## config.mk

```make
export PLATFORM = sky130hd
export DESIGN_NAME = i2c_txn_arbiter
export DESIGN_NICKNAME = d
export VERILOG_FILES = /design/src/rtl/i2c_txn_arbiter.sv
export SDC_FILE = /design/constraint.sdc
export NUM_CORES = 1
export LEC_CHECK = 0
export BUFFER_PORTS_ARGS = -buffer_cell sky130_fd_sc_hd__buf_4
export CORE_AREA = 2 2 82 84
export DETAILED_ROUTE_END_ITERATION = 8
export DIE_AREA = 0 0 84 86
export SLEW_MARGIN = 25
export SYNTH_ARGS = -nofsm -noshare
export SYNTH_HDL_FRONTEND = slang
export SYNTH_SLANG_ARGS = --single-unit
```

## constraint.sdc

```tcl
create_clock -name clk -period 3.5 [get_ports clk]
set_clock_uncertainty 0.05 [all_clocks]
set_input_delay 0 -clock clk [delete_from_list [all_inputs] [get_ports clk]]
set_output_delay 0 -clock clk [all_outputs]
set_load 0.03 [all_outputs]
```

## src/rtl/i2c_txn_arbiter.sv

```systemverilog
// Two-requester round-robin front end for a single i2c_master: grants one
// transaction at a time, forwards TX bytes, and reports done/err per requester.
//
// state  | meaning
// IDLE   | waiting for a request, ready driven to the winner only
// LAUNCH | parameters latched, m_start pulsed for one cycle
// RUN    | TX bytes forwarded to the master, watchdog counting
// FINISH | done/err reported to the granted requester, rr pointer flipped
module i2c_txn_arbiter #(
  parameter logic [15:0] TO_CYC = 16'd50000
) (
  input  logic       clk,
  input  logic       rst,

  input  logic       req0_valid,
  input  logic [6:0] req0_addr,
  input  logic       req0_rw,
  input  logic [3:0] req0_cnt,
  input  logic [7:0] req0_data,
  output logic       req0_ready,
  output logic       req0_pop,
  output logic       req0_done,
  output logic       req0_err,

  input  logic       req1_valid,
  input  logic [6:0] req1_addr,
  input  logic       req1_rw,
  input  logic [3:0] req1_cnt,
  input  logic [7:0] req1_data,
  output logic       req1_ready,
  output logic       req1_pop,
  output logic       req1_done,
  output logic       req1_err,

  output logic       m_start,
  output logic       m_abort,
  output logic [6:0] m_addr,
  output logic       m_rw,
  output logic [3:0] m_data_cnt,
  output logic [7:0] m_data_in,
  input  logic       i_txff_rd,
  input  logic       m_done
);

  localparam logic [1:0] IDLE   = 2'd0;
  localparam logic [1:0] LAUNCH = 2'd1;
  localparam logic [1:0] RUN    = 2'd2;
  localparam logic [1:0] FINISH = 2'd3;

  logic [1:0]  state;
  logic [1:0]  gnt;
  logic        rr;
  logic [4:0]  pop_cnt;
  logic [15:0] wdog;
  logic        overrun;
  logic        err_q;

  logic        in_idle;
  logic        in_launch;
  logic        in_run;
  logic        in_fin;
  logic        any_valid;
  logic        win;
  logic [4:0]  cnt_ext;
  logic        pop_ok;
  logic        pop_over;
  logic [4:0]  pop_nxt;
  logic        done_ok;
  logic        timeout;
  logic        done_err;

  // Every strobe is gated by rst so nothing leaks out during the reset cycle.
  always_comb begin
    in_idle   = (state == IDLE) && !rst;
    in_launch = (state == LAUNCH) && !rst;
    in_run    = (state == RUN) && !rst;
    in_fin    = (state == FINISH) && !rst;
    any_valid = req0_valid || req1_valid;
    win       = (req0_valid && req1_valid) ? rr : !req0_valid;
    cnt_ext   = {1'b0, m_data_cnt};
    pop_ok    = in_run && i_txff_rd && (pop_cnt != cnt_ext);
    pop_over  = in_run && i_txff_rd && (pop_cnt == cnt_ext);
    pop_nxt   = pop_cnt + {4'd0, pop_ok};
    done_ok   = in_run && m_done;
    timeout   = in_run && !m_done && (wdog == TO_CYC);
    // Reads only fail on overrun; writes must also have consumed every byte.
    done_err  = overrun || pop_over || (!m_rw && (pop_nxt != cnt_ext));
  end

  assign req0_ready = in_idle && any_valid && !win;
  assign req1_ready = in_idle && any_valid && win;
  assign req0_pop   = pop_ok && gnt[0];
  assign req1_pop   = pop_ok && gnt[1];
  assign req0_done  = in_fin && gnt[0];
  assign req1_done  = in_fin && gnt[1];
  assign req0_err   = in_fin && gnt[0] && err_q;
  assign req1_err   = in_fin && gnt[1] && err_q;
  assign m_start    = in_launch;
  assign m_abort    = timeout;
  assign m_data_in  = in_run ? (gnt[1] ? req1_data : req0_data) : 8'd0;

  always_ff @(posedge clk) begin
    if (rst) begin
      state      <= IDLE;
      gnt        <= 2'b00;
      rr         <= 1'b0;
      pop_cnt    <= 5'd0;
      wdog       <= 16'd0;
      overrun    <= 1'b0;
      err_q      <= 1'b0;
      m_addr     <= 7'd0;
      m_rw       <= 1'b0;
      m_data_cnt <= 4'd0;
    end else begin
      case (state)
        IDLE: begin
          if (any_valid) begin
            gnt        <= win ? 2'b10 : 2'b01;
            m_addr     <= win ? req1_addr : req0_addr;
            m_rw       <= win ? req1_rw : req0_rw;
            m_data_cnt <= win ? req1_cnt : req0_cnt;
            pop_cnt    <= 5'd0;
            overrun    <= 1'b0;
            err_q      <= 1'b0;
            state      <= LAUNCH;
          end
        end
        LAUNCH: begin
          wdog  <= 16'd0;
          state <= RUN;
        end
        RUN: begin
          pop_cnt <= pop_nxt;
          wdog    <= wdog + 16'd1;
          if (pop_over) overrun <= 1'b1;
          if (done_ok) begin
            err_q <= done_err;
            state <= FINISH;
          end else if (timeout) begin
            err_q <= 1'b1;
            state <= FINISH;
          end
        end
        FINISH: begin
          rr    <= gnt[0];
          gnt   <= 2'b00;
          state <= IDLE;
        end
        default: state <= IDLE;
      endcase
    end
  end

endmodule

```

==> impl_metrics.toml <==
[synth]
ys.warnings.count = 0
syn_avg_cell_area_um2 = 8.41
synth_edf_count = 0
syn_nets = 312
synth_top_flop_cell = "dfxtp_1"
post_synth_instance_area_um2 = 2170
ys_ff_latch = 40
postSynthCellCount = 258
netlist-cell-type-count = 45
synthArstFlopShare_pct = 0
ys_seq_area_share_pct = 36.9

[layout]
multiInputGateArea_um2 = 1290
final_cell_mix = "buf_4, nor2_1, dfxtp_1, dlygate4sd3_1, nand2_1"
final_common_cell = "buf_4"
antenna_cells = 0
syn_to_final_growth_pct = 44.5
fin_area_um2 = 3140
register_area_um2 = 801
fin_util_pct = 50.0
fill_cells = 627
finalNetCount = 410
drive_gt1_share_pct = 25.5

[cts]
cts.path.max_buffers = 2
cts_root_buf = "clkbuf_8"
clkSinkCount = 40
clock_latency_ns = 0.29
cts_tree = "built"
cts_max_level = 2
cts_buffers = 5
path_clk_slew_ns = 0.08
postCtsSetupBuffers = 0

[grt]
antenna_found_initial = 0
grt_pass1_vias = 2158
grtUsageTotal_pct = 16.8
grt_max_degree = 31
grt_pass1_wl_um = 10000
grt-ovfl-total = 0

[floorplanning]
die_area_um2 = 7220
fp.coreArea_um2 = 6280
io_pins = 76
num_rows = 29
die_w_um = 84
die-height_um = 86
initial_core_util_pct = 34.6

[worst_setup_path]
critPathRequiredTime_ns = 3.62
end_kind = "flop"
reg2reg_setup_slack_ns = 0.66
crit_type = "reg -> reg"
worst_ep_arrival_time_ns = 2.95
worst-path-max-fanout = 11
start_kind = "flop"

[sta]
hold_viol_final = 0
max_freq_mhz = 353
slew_headroom_pct = 50.1
rsz0062_at_grt = "no"
setup_viol = 0
maxSlewViolCount = 0
tightest_slew_ns = 0.744
period_needed_ns = 2.84
setup_tns_ns = 0
period_share_pct = 81.0

[power_and_ir_drop]
powerDensity_nw_per_um2 = 498
switching_power_mw = 0.583
switching_share_pct = 37.3
pwr-share-comb_pct = 42.9
p_int_mw = 0.979
seqPwrFrac_pct = 36.9
pwr-share-clk_pct = 20.2
vdd_drop_max_mv = 0.293
leakage_nw = 1.29

[route]
route.detailed.drc = 0
wl_um = 6000
drt_iter0_markers = 122
wl_per_cell_um = 13.8
first_pass_iters = 4
via_per_inst = 5.05
routed-via-count = 2190
antenna_left = 0

[placement]
gp_congestion = 0.872
io_buffers = 75
place_area_um2 = 2800
dp_hpwl_um = 4180

[run_status]
status = "finished, final reports clean"

[job]
max_cap_viol_count = 0

[worst_hold_path]
hold_path.class = "in -> reg"
==> logic make-up (layout without fill, tap and decap cells) <==
family          after synthesis  count (layout)  synth area share (%)
simple gates                115             115                  26.7
compound gates               42              42                  14.2
flops                        40              40                  36.9
xor+xnor                     22              22                  8.88
buf+inv                      20             119                  3.63
mux                          11              11                  5.08
fa+ha+maj                     8               8                  4.61
==> synthesized netlist by cell type, types with 2 or more instances <==
cell	instances	share of area, %
inv_1	10	1.7
and2_1	6	1.7
o21ai_1	2	0.46
nand2b_1	5	1.4
and3_1	3	0.87
nor4_1	4	1.2
nand4_1	5	1.4
nor2b_1	5	1.4
a222oi_1	8	3.7
a21oi_2	2	0.81
dfxtp_1	40	37
mux2i_1	11	5.1
ha_1	8	4.6
a21oi_1	9	2.1
a22oi_1	6	2.1
nor2_1	41	7.1
xnor2_1	12	4.8
xor2_1	10	4.0
a32oi_1	2	0.81
buf_1	3	0.52
clkbuf_1	6	1.0
nor3_1	4	0.92
nand3_1	7	1.6
nand2_1	20	3.5
nor3b_1	3	1.0
a2bb2oi_1	3	1.2
o21ai_0	4	0.92
nor2_2	2	0.58
==> worst max-delay path, stage by stage (launching register included) <==
cell,delay [ns]
dfxtp_1,0.34
inv_1,0.08
ha_1,0.38
nand2b_1,0.12
nor3b_1,0.32
ha_1,0.24
ha_1,0.25
nand3_1,0.15
xor2_1,0.15
a41oi_1,0.13
a2111oi_0,0.40
o31ai_1,0.10
==> final timing paths <==
path                             endpoint                  start  depth (start not counted)
setup / recovery       err_q$_SDFFE_PP0P_  state[0]$_SDFFE_PP0P_                         11
hold / removal    pop_cnt[2]$_SDFFE_PP0P_                    rst                          2
setup reg to reg       err_q$_SDFFE_PP0P_  state[0]$_SDFFE_PP0P_                         11
hold reg to reg      overrun$_SDFFE_PP0P_   overrun$_SDFFE_PP0P_                          2
==> cell type report <==
cell class | instances | area share (%)
tap | 77 | 3.07
multi-input combinational | 198 | 41.1
sequential | 40 | 25.5
timing repair buffer | 101 | 26.2
inverter | 10 | 1.20
clock buffer | 8 | 2.87
==> state kept, by name, summed over array words and instances, names as in the netlist <==
name	flops
gnt	2
pop_cnt	5
m_data_cnt	4
rr	1
wdog	16
m_rw	1
overrun	1
m_addr	7
err_q	1
state	2
==> metrics by stage <==
stage               power (mW)  setup WS (ns)  hold slack [ns]  std cells
floorplan                0.980           1.00           0.0489        258
global placement          1.18          0.772            0.141        401
detailed placement        1.18          0.657            0.144        401
CTS                       1.58          0.635           0.0325        434
global route              1.67          0.327           0.0435        434
finish                    1.56          0.664           0.0375        434
==> timing repair <==
action,CTS,global route
hold buffers,25,0
resized for setup,0,0
hold endpoints to repair,13,0
==> power groups by stage <==
stage          clock, mW  combinational (mW)  sequential (mW)
3_5_place_dp           0               0.595            0.586
3_3_place_gp           0               0.590            0.585
6_report           0.316               0.669            0.576
4_1_cts            0.327               0.672            0.576
5_1_grt            0.345               0.733            0.587
2_1_floorplan          0               0.342            0.638
==> per-layer routing <==
metal / vias to the layer above / track usage (%) / routed length (µm)
li1: 1106 / - / -
met1: 1015 / 20.9 / 2660
met2: 58 / 29.3 / 2970
met3: 11 / 3.46 / 272
met4: 0 / 5.13 / 85
met5: - / 0 / 0
Power figures use the tool's default switching activity.
